===== src/rtl/fir_pkg.sv =====
// fir_pkg: shared definitions for the FIR coefficient loader.
//   - CFG_ADDR    : register-bus address of the FIR control word.
//   - field offsets of the 21-bit control word
//     {bypass, pcm_out_shift[3:0], tap_len[7:0], down_sample[7:0]}.
//   - state_e     : loader FSM states.
//   - clamp_words : limits a requested word count to the supported maximum.
//   - bypass_word : control word with the bypass bit forced on.
package fir_pkg;

  localparam logic [7:0] CFG_ADDR   = 8'hff;
  localparam int         CFG_W      = 21;
  localparam int         BYPASS_BIT = 20;
  localparam int         SHIFT_MSB  = 19;
  localparam int         SHIFT_LSB  = 16;
  localparam int         TAP_MSB    = 15;
  localparam int         TAP_LSB    = 8;
  localparam int         DS_MSB     = 7;
  localparam int         DS_LSB     = 0;

  typedef enum logic [2:0] {
    ST_IDLE,
    ST_BYP_WR,
    ST_COEF_WR,
    ST_RD_BACK,
    ST_CHECK,
    ST_CFG_WR,
    ST_FAIL
  } state_e;

  function automatic logic [7:0] clamp_words(input logic [7:0] n, input int unsigned max_w);
    logic [31:0] max_v;
    max_v = 32'(max_w);
    if ({24'd0, n} > max_v) return max_v[7:0];
    return n;
  endfunction

  // Same tap/shift/decimation settings as the requested word, bypass on.
  function automatic logic [31:0] bypass_word(input logic [CFG_W-1:0] cfg);
    return {11'd0, 1'b1, cfg[SHIFT_MSB:SHIFT_LSB], cfg[TAP_MSB:TAP_LSB], cfg[DS_MSB:DS_LSB]};
  endfunction

endpackage


===== src/rtl/reg_bus_master.sv =====
// reg_bus_master: single-outstanding transaction engine for the strobe/ready
// register bus.
//   clk_2, rst_n          : clock, asynchronous active-low reset
//   req_i/req_wr_i        : request from the FSM (write when req_wr_i=1)
//   req_addr_i/req_wdata_i: address and write data of the request
//   accept_o              : request taken this cycle (strobe rises next cycle)
//   ack_o                 : transaction completes this cycle (reg_ready seen)
//   busy_o                : a strobe is currently held
//   rdata_o               : read data, valid while ack_o is high
//   reg_*                 : register-bus pins
// A new request may be accepted in the same cycle the previous one is
// acknowledged, so back-to-back transactions take two cycles each.
module reg_bus_master (
  input  logic        clk_2,
  input  logic        rst_n,
  input  logic        req_i,
  input  logic        req_wr_i,
  input  logic [7:0]  req_addr_i,
  input  logic [31:0] req_wdata_i,
  output logic        accept_o,
  output logic        ack_o,
  output logic        busy_o,
  output logic [31:0] rdata_o,
  output logic [7:0]  reg_addr_o,
  output logic        reg_wr_o,
  output logic        reg_rd_o,
  output logic [31:0] reg_writedata_o,
  input  logic [31:0] reg_readdata_i,
  input  logic        reg_ready_i
);

  logic        wr_q;
  logic        rd_q;
  logic [7:0]  addr_q;
  logic [31:0] wdata_q;

  assign busy_o   = wr_q | rd_q;
  assign ack_o    = busy_o & reg_ready_i;
  assign accept_o = req_i & (~busy_o | ack_o);
  assign rdata_o  = reg_readdata_i;

  assign reg_wr_o        = wr_q;
  assign reg_rd_o        = rd_q;
  assign reg_addr_o      = addr_q;
  assign reg_writedata_o = wdata_q;

  always_ff @(posedge clk_2 or negedge rst_n) begin
    if (!rst_n) begin
      wr_q    <= 1'b0;
      rd_q    <= 1'b0;
      addr_q  <= 8'd0;
      wdata_q <= 32'd0;
    end else if (accept_o) begin
      // wr and rd are mutually exclusive by construction.
      wr_q    <= req_wr_i;
      rd_q    <= ~req_wr_i;
      addr_q  <= req_addr_i;
      wdata_q <= req_wdata_i;
    end else if (ack_o) begin
      wr_q <= 1'b0;
      rd_q <= 1'b0;
    end
  end

endmodule


===== src/rtl/fir_coef_loader.sv =====
// fir_coef_loader: loads a coefficient set into the FIR parameter RAMs over
// the register bus with bypass forced on, reads it back, and commits the
// requested control word only if the read-back checksum matches.
//   clk_2, rst_n              : clock, asynchronous active-low reset
//   start, n_words, cfg_word  : load request (sampled when accepted in IDLE)
//   coef_valid/ready/data     : coefficient stream
//   reg_addr/wr/rd/writedata  : register-bus master outputs
//   reg_readdata, reg_ready   : register-bus slave responses
//   busy, done, err           : status (done is a one-cycle pulse, err sticky)
module fir_coef_loader
  import fir_pkg::*;
#(
  parameter int MAX_WORDS = 255
) (
  input  logic             clk_2,
  input  logic             rst_n,
  input  logic             start,
  input  logic [7:0]       n_words,
  input  logic [CFG_W-1:0] cfg_word,
  input  logic             coef_valid,
  output logic             coef_ready,
  input  logic [31:0]      coef_data,
  output logic [7:0]       reg_addr,
  output logic             reg_wr,
  output logic             reg_rd,
  output logic [31:0]      reg_writedata,
  input  logic [31:0]      reg_readdata,
  input  logic             reg_ready,
  output logic             busy,
  output logic             done,
  output logic             err
);

  state_e           state_q, state_d;
  logic [7:0]       n_q, n_d;
  logic [CFG_W-1:0] cfg_q, cfg_d;
  logic [7:0]       idx_q, idx_d;      // address of the next transaction to issue
  logic [7:0]       cnt_q, cnt_d;      // read-backs completed
  logic             rd_all_q, rd_all_d;
  logic [31:0]      wr_sum_q, wr_sum_d;
  logic [31:0]      rd_sum_q, rd_sum_d;
  logic             err_q, err_d;
  logic             done_q, done_d;

  logic             req;
  logic             req_wr;
  logic [7:0]       req_addr;
  logic [31:0]      req_wdata;
  logic             mst_accept;
  logic             mst_ack;
  logic             mst_busy;
  logic [31:0]      mst_rdata;
  logic [7:0]       last_idx;
  logic             coef_ready_c;

  assign last_idx   = n_q - 8'd1;
  assign coef_ready = coef_ready_c;
  assign busy       = (state_q != ST_IDLE);
  assign done       = done_q;
  assign err        = err_q;

  reg_bus_master u_bus (
    .clk_2           (clk_2),
    .rst_n           (rst_n),
    .req_i           (req),
    .req_wr_i        (req_wr),
    .req_addr_i      (req_addr),
    .req_wdata_i     (req_wdata),
    .accept_o        (mst_accept),
    .ack_o           (mst_ack),
    .busy_o          (mst_busy),
    .rdata_o         (mst_rdata),
    .reg_addr_o      (reg_addr),
    .reg_wr_o        (reg_wr),
    .reg_rd_o        (reg_rd),
    .reg_writedata_o (reg_writedata),
    .reg_readdata_i  (reg_readdata),
    .reg_ready_i     (reg_ready)
  );

  always_comb begin
    state_d      = state_q;
    n_d          = n_q;
    cfg_d        = cfg_q;
    idx_d        = idx_q;
    cnt_d        = cnt_q;
    rd_all_d     = rd_all_q;
    wr_sum_d     = wr_sum_q;
    rd_sum_d     = rd_sum_q;
    err_d        = err_q;
    done_d       = 1'b0;
    req          = 1'b0;
    req_wr       = 1'b0;
    req_addr     = CFG_ADDR;
    req_wdata    = 32'd0;
    coef_ready_c = 1'b0;

    unique case (state_q)
      ST_IDLE: begin
        // The done cycle already shows IDLE; a start coinciding with it is dropped.
        if (start && !done_q) begin
          state_d  = ST_BYP_WR;
          n_d      = clamp_words(n_words, MAX_WORDS);
          cfg_d    = cfg_word;
          idx_d    = 8'd0;
          cnt_d    = 8'd0;
          rd_all_d = 1'b0;
          wr_sum_d = 32'd0;
          rd_sum_d = 32'd0;
          err_d    = 1'b0;
        end
      end

      ST_BYP_WR: begin
        req       = ~mst_busy;
        req_wr    = 1'b1;
        req_wdata = bypass_word(cfg_q);
        if (mst_ack) state_d = (n_q == 8'd0) ? ST_CFG_WR : ST_COEF_WR;
      end

      ST_COEF_WR: begin
        // One word in flight at a time: a word is taken only when the bus is
        // idle, and that acceptance is itself the bus request.
        coef_ready_c = ~mst_busy;
        req          = coef_valid & ~mst_busy;
        req_wr       = 1'b1;
        req_addr     = idx_q;
        req_wdata    = coef_data;
        if (mst_accept) wr_sum_d = wr_sum_q + coef_data;
        if (mst_ack) begin
          if (idx_q == last_idx) begin
            idx_d   = 8'd0;
            state_d = ST_RD_BACK;
          end else begin
            idx_d = idx_q + 8'd1;
          end
        end
      end

      ST_RD_BACK: begin
        // Reads are issued back-to-back; issue and completion are tracked apart.
        req      = ~rd_all_q;
        req_addr = idx_q;
        if (mst_accept) begin
          if (idx_q == last_idx) rd_all_d = 1'b1;
          else                   idx_d    = idx_q + 8'd1;
        end
        if (mst_ack) begin
          rd_sum_d = rd_sum_q + mst_rdata;
          if (cnt_q == last_idx) state_d = ST_CHECK;
          else                   cnt_d   = cnt_q + 8'd1;
        end
      end

      ST_CHECK: begin
        // The commit write is launched from here so the check costs one cycle.
        if (wr_sum_q == rd_sum_q) begin
          req       = 1'b1;
          req_wr    = 1'b1;
          req_wdata = {11'd0, cfg_q};
          if (mst_accept) state_d = ST_CFG_WR;
        end else begin
          state_d = ST_FAIL;
          err_d   = 1'b1;
        end
      end

      ST_CFG_WR: begin
        req       = ~mst_busy;
        req_wr    = 1'b1;
        req_wdata = {11'd0, cfg_q};
        if (mst_ack) begin
          state_d = ST_IDLE;
          done_d  = 1'b1;
        end
      end

      ST_FAIL: begin
        // Bypass stays set in the FIR: the control word is left as written.
        state_d = ST_IDLE;
      end

      default: state_d = ST_IDLE;
    endcase
  end

  always_ff @(posedge clk_2 or negedge rst_n) begin
    if (!rst_n) begin
      state_q  <= ST_IDLE;
      n_q      <= 8'd0;
      cfg_q    <= '0;
      idx_q    <= 8'd0;
      cnt_q    <= 8'd0;
      rd_all_q <= 1'b0;
      wr_sum_q <= 32'd0;
      rd_sum_q <= 32'd0;
      err_q    <= 1'b0;
      done_q   <= 1'b0;
    end else begin
      state_q  <= state_d;
      n_q      <= n_d;
      cfg_q    <= cfg_d;
      idx_q    <= idx_d;
      cnt_q    <= cnt_d;
      rd_all_q <= rd_all_d;
      wr_sum_q <= wr_sum_d;
      rd_sum_q <= rd_sum_d;
      err_q    <= err_d;
      done_q   <= done_d;
    end
  end

endmodule


===== config.mk =====
export PLATFORM = sky130hd
export DESIGN_NAME = fir_coef_loader
export DESIGN_NICKNAME = d
export VERILOG_FILES = /design/src/rtl/fir_pkg.sv /design/src/rtl/reg_bus_master.sv /design/src/rtl/fir_coef_loader.sv
export SDC_FILE = /design/constraint.sdc
export NUM_CORES = 1
export LEC_CHECK = 0
export CAP_MARGIN = 20
export CORE_ASPECT_RATIO = 0.6
export CORE_MARGIN = 2
export CORE_UTILIZATION = 56
export CTS_BUF_LIST = sky130_fd_sc_hd__clkbuf_8 sky130_fd_sc_hd__clkbuf_16
export CTS_CLUSTER_SIZE = 16
export DETAILED_ROUTE_END_ITERATION = 10
export PLACE_DENSITY_LB_ADDON = 0.08
export SKIP_LAST_GASP = 1
export SYNTH_ARGS = -nofsm -noshare
export SYNTH_HDL_FRONTEND = slang
export SYNTH_SLANG_ARGS = --single-unit

===== constraint.sdc =====
create_clock -name clk_2 -period 4.45 [get_ports clk_2]
set_clock_uncertainty 0.2 [all_clocks]
set_input_delay 0.445 -clock clk_2 [delete_from_list [all_inputs] [get_ports clk_2]]
set_output_delay 0.445 -clock clk_2 [all_outputs]
set_load 0.02 [all_outputs]

# After elaboration in Yosys (flattened, before gate mapping)
# Cells that the tools add are included.
# totals
latch_bits	0
word_cells	113
out_inout_bits	46
ff_bits	157
rom_bits	0
mem_bits_rw	0
n_memories	0
inputBits	98
# classes
n_lt_le_gt_ge	0
n_eq_ne	22
n_addsub	5
n_mux	43
bitwise	8
reduce_logical	21
mul	0
shifts	0
div	0
# ops
cell	count
32-bit one-hot mux with 2 select lines	2
32-bit one-hot mux with 4 select lines	1
32-bit 2-to-1 mux	3
32-bit adder	2
8-bit 2-to-1 mux	8
32-bit equality test	1
3-bit 2-to-1 mux	10
8-bit one-hot mux with 3 select lines	1
21-bit 2-to-1 mux	1
2-bit inequality test, second input constant	9
3-bit one-hot mux with 6 select lines	1
8-bit by 1-bit adder with 8-bit output, second input constant	2
8-bit equality test	2
8-bit one-hot mux with 2 select lines	1
1-bit 2-to-1 mux	11
3-bit AND reduction	3
8-bit logical NOT	1
2-bit by 1-bit inequality test with 1-bit output, second input constant	4
4-bit AND reduction	2
8-bit AND reduction	1
2-bit nonzero test	4
8-bit by 1-bit subtractor with 8-bit output, second input constant	1
3-bit by 2-bit equality test with 1-bit output, second input constant	2
3-bit equality test, second input constant	2
other kinds (15)	24

# Longest topological paths before layout
# logic_depth
depth_word	8
depth_mapped	14
mapped_depth_nobuf	11

# By module
# From an unflattened synthesis, not the netlist that was laid out.
# unflattened
hier_cells	1153
hier_area_um2	10689.0
# by_module_without_submodules
module	cells_each	area_per_inst_um2	seq_area_each_um2	instances
fir_coef_loader	1024	8687.1	2877.8	1
reg_bus_master	129	2001.9	1051.0	1

# Least setup slack after synthesis
# No wires, ideal clock.
# synth_timing
path_type	register -> register
start	reg n_q[0]
end	reg idx_q[2]
path_buffers	3
stages_incl_launch_ff	15
setup_ns	0.129
arrival_ns	2.954
required_time_ns	4.121
synth_period_minus_slack_ns	3.283
path_slack_ns	1.167
path_cell_list	dfrtp_1 -> buf_2 -> inv_1 -> ha_1 -> nor3b_1 -> xnor2_1 -> xnor2_1 -> or4_1 -> or4_4 -> a31oi_1 -> or3_1 -> buf_2 -> or2_1 -> buf_6 -> o21ai_0
# synth_via
elab_chain_cells	5
word_cells_on_any_way	7
classes_between	add/sub (1); eq/ne (2); mux (3); reduce/logical (1)
# synth_lines
item	line	rtl
start: declaration	fir_coef_loader.sv:35	logic [7:0] n_q, n_d;
start signal: assignment	fir_coef_loader.sv:201	n_q <= n_d;
8-bit by 1-bit subtractor with 8-bit output (*)	fir_coef_loader.sv:56	assign last_idx = n_q - 8'd1;
8-bit equality test (*)	fir_coef_loader.sv:131, fir_coef_loader.sv:145	
8-bit 2-to-1 mux	fir_coef_loader.sv:131	if (idx_q == last_idx) begin
8-bit 2-to-1 mux	fir_coef_loader.sv:130	if (mst_ack) begin
8-bit one-hot mux with 3 select lines	fir_coef_loader.sv:98	unique case (state_q)
end signal: assignment	fir_coef_loader.sv:203	idx_q <= idx_d;
end: declaration	fir_coef_loader.sv:37	logic [7:0] idx_q, idx_d;
# Mark *: on every way between the ends. The rest lies on a longest branch, timed or not. The select of a mux whose other input is x is not followed.
# A chain may end at the register's enable or synchronous reset.

# Final worst setup path
# layout_timing
start	reg n_q[0]
end	reg idx_q[5]
# Same word-level chain as after synthesis.

==> impl_metrics.csv <==
group,metric,value,unit
cells_and_area,nets,1456,
sta,min_period_over_period,84.56,%
route,wl_per_cell,19.82,um
floorplanning,die_w,178.3,um
cells_and_area,area_growth,22.72,%
logic_synthesis,yosysWarnings,0,
power_and_ir_drop,leakage,5.632,nW
logic_synthesis,netlist.area_leader.share,38.50,%
cts,clock-root-buffer,"clkbuf_16",
route,route.antenna.remaining_nets,0,
setup_path,crit_arrival,3.86,ns
grt,antenna_found_initial,0,
setup_path,crit_path_top_delay_cell,"or4_4",
cts,cts_resized,0,
power_and_ir_drop,finalPower,8.988,mW
floorplanning,start_util,56.78,%
floorplanning,core_area,0.01797,sq mm
place,gp_congestion,0.9124,
sta,relSlewSlack,34.57,%
sta,finalCriticalPeriod,3.763,ns
setup_path,start_kind,"flop",
grt,grt_pass1_wl,47630,um
floorplanning,die_h,108.6,um
route,initialDrtViolationCount,1110,
logic_synthesis,yosysMostFrequentCell,"nand2_1",
logic_synthesis,syn_inst,1160,
cells_and_area,antenna_cells,0,
cts,post_cts.repair.setup_buffers,0,
route,dr.pass1.iters,7,
logic_synthesis,synthArstFlopShare,100.0,%
worst_hold_path,hold_depth,2,
grt,grt_max_degree,96,
sta,hold_violations,0,
setup_path,r2r_slack,0.69,ns
sta,rsz0062_at_grt,"false",
logic_synthesis,synth.distinct_cells,67,
route,drc,0,
status,status,"finished, final reports clean",
flow_run,cap_viol_max_count,0,
cts,cts_buffers,17,
logic_synthesis,ys_top_cells_by_area,"dfrtp_1, ha_1, nand2_1",
sta,setup_viol,0,
setup_path,criticalPathCategory,"reg2reg",
setup_path,cpMostUsedCell,"xnor2_1",
cts,clock-sinks,157,
worst_hold_path,hold_start,"cfg_q[13]",
setup_path,max_stage_delay,0.52,ns
grt,grt_pass1_vias,8574,
cts,insertion_delay,0.43,ns
setup_path,end_kind,"flop",
logic_synthesis,syn-cell-area,0.01020,sq mm
logic_synthesis,synth_area_per_cell,8.797,sq um
logic_synthesis,syn-num-nets,1326,
logic_synthesis,ys_seq_area_share,38.50,%
cells_and_area,drive_above_1_share,4.375,%
power_and_ir_drop,peakVddDrop,0.4029,mV
route,via_per_inst,6.147,
place,hpwl,22490,um
setup_path,cp_top_family,"simple AND/OR/NAND/NOR gates",
cts,cts_tree,"yes",
logic_synthesis,synth-edff-count,0,
logic_synthesis,synth_top_area_cell,"dfrtp_1",
logic_synthesis,synth_ff_type,"dfrtp_1",
setup_path,crit_required,4.55,ns
sta,tightest_slew,0.9787,ns
logic_synthesis,ys_top_cells_by_count,"nand2_1, dfrtp_1, nor2_1, o21ai_0, xnor2_1",
setup_path,crit_path_max_fanout,8,
route,vias,9485,
place,io_buffers,143,
setup_path,r2r_start,"n_q[0]",
worst_hold_path,hp-class,"reg2reg",
cts,clk_pin_slew,0.06,ns
floorplanning,die_area,0.01935,sq mm
route,drt_wl_total,30580,um
setup_path,cp_cell_sequence,"inv_1, ha_1, nor3b_1, xnor2_1, xnor2_1, or4_1, or4_4, o21ai_1, or2_1, o21ai_0",
sta,finalSetupTns,0,ns
setup_path,reg2reg_depth,10,
setup_path,path_buf_inv,1,
logic_synthesis,synth_seq_cells,157,
cts,cts_max_path_buffers,2,
floorplanning,core.rowCount,38,
grt,gr-total-overflow,0,
floorplanning,ioPinCount,144,
setup_path,r2r_end,"idx_q[5]",
sta,max_freq,265.8,MHz
worst_hold_path,min_to,"cfg_q[13]",
sta,maxSlewViolCount,0,
cts,h-tree-depth,4,
grt,grtUsageTotal,32.48,%
power_and_ir_drop,powerDensity,717.7,mW/mm^2
cts,ctsHoldBuffers,1,
==> stage by stage <==
step	hold slack [ns]	setup slack, ns	std cells	utilization, %	cell area (sq um)
after floorplan	-0.05059	1.167	1160	-	10200
after global placement	0.2591	0.5893	1510	66.11	11880
after detailed placement	0.2665	0.5345	1510	66.11	11880
after CTS	0.2810	0.7510	1543	69.68	12520
after global routing	0.2923	0.4762	1543	69.68	12520
final	0.2788	0.6872	1543	69.68	12520
==> cell usage in the layout, fill, tap and decap left out, types with 4 or more instances in the layout <==
cell / Yosys / routed
and2_1: 5 / 5
ha_1: 66 / 66
nand4_1: 13 / 13
a21o_1: 29 / 29
nand2_1: 175 / 175
or3_1: 11 / 11
a21oi_1: 68 / 68
clkbuf_16: 0 / 17
nor3_1: 14 / 13
xnor2_1: 74 / 74
o31ai_1: 5 / 5
nor2_1: 116 / 116
xor2_1: 25 / 25
bufinv_16: 0 / 4
o21ai_0: 101 / 101
nor2b_1: 12 / 12
a32o_1: 6 / 6
clkdlybuf4s50_1: 0 / 142
a221oi_1: 20 / 20
nor3b_1: 6 / 6
a31oi_1: 9 / 9
o21bai_1: 12 / 12
nand3_1: 23 / 23
nor4_1: 4 / 4
nand2b_1: 9 / 9
o32ai_1: 4 / 4
a211oi_1: 9 / 9
xnor3_1: 5 / 5
and3_1: 14 / 14
o21a_1: 9 / 9
mux2i_1: 5 / 5
buf_4: 0 / 12
a22o_1: 22 / 22
a311oi_1: 4 / 4
dfrtp_1: 157 / 157
inv_1: 27 / 27
or4_1: 4 / 4
o211ai_1: 5 / 5
==> per-layer routing <==
| layer | part of all wire, % | GRT usage, % | up-vias |
|---|---|---|---|
| met5 | 0 | 0 | - |
| met4 | 1.4 | 7.782 | 0 |
| met3 | 12 | 9.599 | 35 |
| met2 | 38 | 41.81 | 486 |
| met1 | 49 | 51.99 | 4518 |
| li1 | - | - | 4446 |
==> how the worst max path moves through the flow <==
stage / start / endpoint / cells after the start
floorplan: n_q[0] / idx_q[2] / 14
global placement: reg_readdata[0] / rd_sum_q[30] / 12
detailed placement: reg_readdata[0] / rd_sum_q[28] / 12
CTS: n_q[0] / idx_q[5] / 10
global route: n_q[0] / idx_q[5] / 10
finish: n_q[0] / idx_q[5] / 10
==> tightest hold or removal path: stages, from the launching register on <==
cell and delay, ns:
dfrtp_1 0.34, nand2_1 0.05, nand2_1 0.05
==> cell type report <==
type,instances,area (sq um)
Multi-Input combinational cell,930,6008
Fill cell,1429,5449
Sequential cell,157,3929
Timing Repair Buffer,157,1553
Clock buffer,18,439.2
Tap cell,240,300.3
Clock inverter,14,192.7
Inverter,27,101.3
==> cell families after synthesis <==
logic type,Yosys count,synth area share (%)
DFF,157,38.50
and+or+nand+nor,418,18.59
buffers and inverters,73,2.783
adders and majority gates,68,8.485
xor gates and xnor gates,104,9.600
muxes,5,0.4905
AOI/OAI and AO/OA,335,21.55
==> registers in the layout, summed over array words and instances (netlist names) <==
signal,count
err,1
cnt_q,8
cfg_q,21
u_bus.reg_writedata_o,32
u_bus.reg_addr_o,8
n_q,8
u_bus.reg_wr_o,1
u_bus.reg_rd_o,1
wr_sum_q,32
idx_q,8
done,1
state_q,3
rd_all_q,1
rd_sum_q,32
==> power breakdown <==
part	switching [mW]	leakage, nW	internal, mW
clock network	0.634	0.302	0.955
logic	2.68	3.32	2.05
registers	0.661	2.01	2.00
Power figures use the tool's default switching activity.
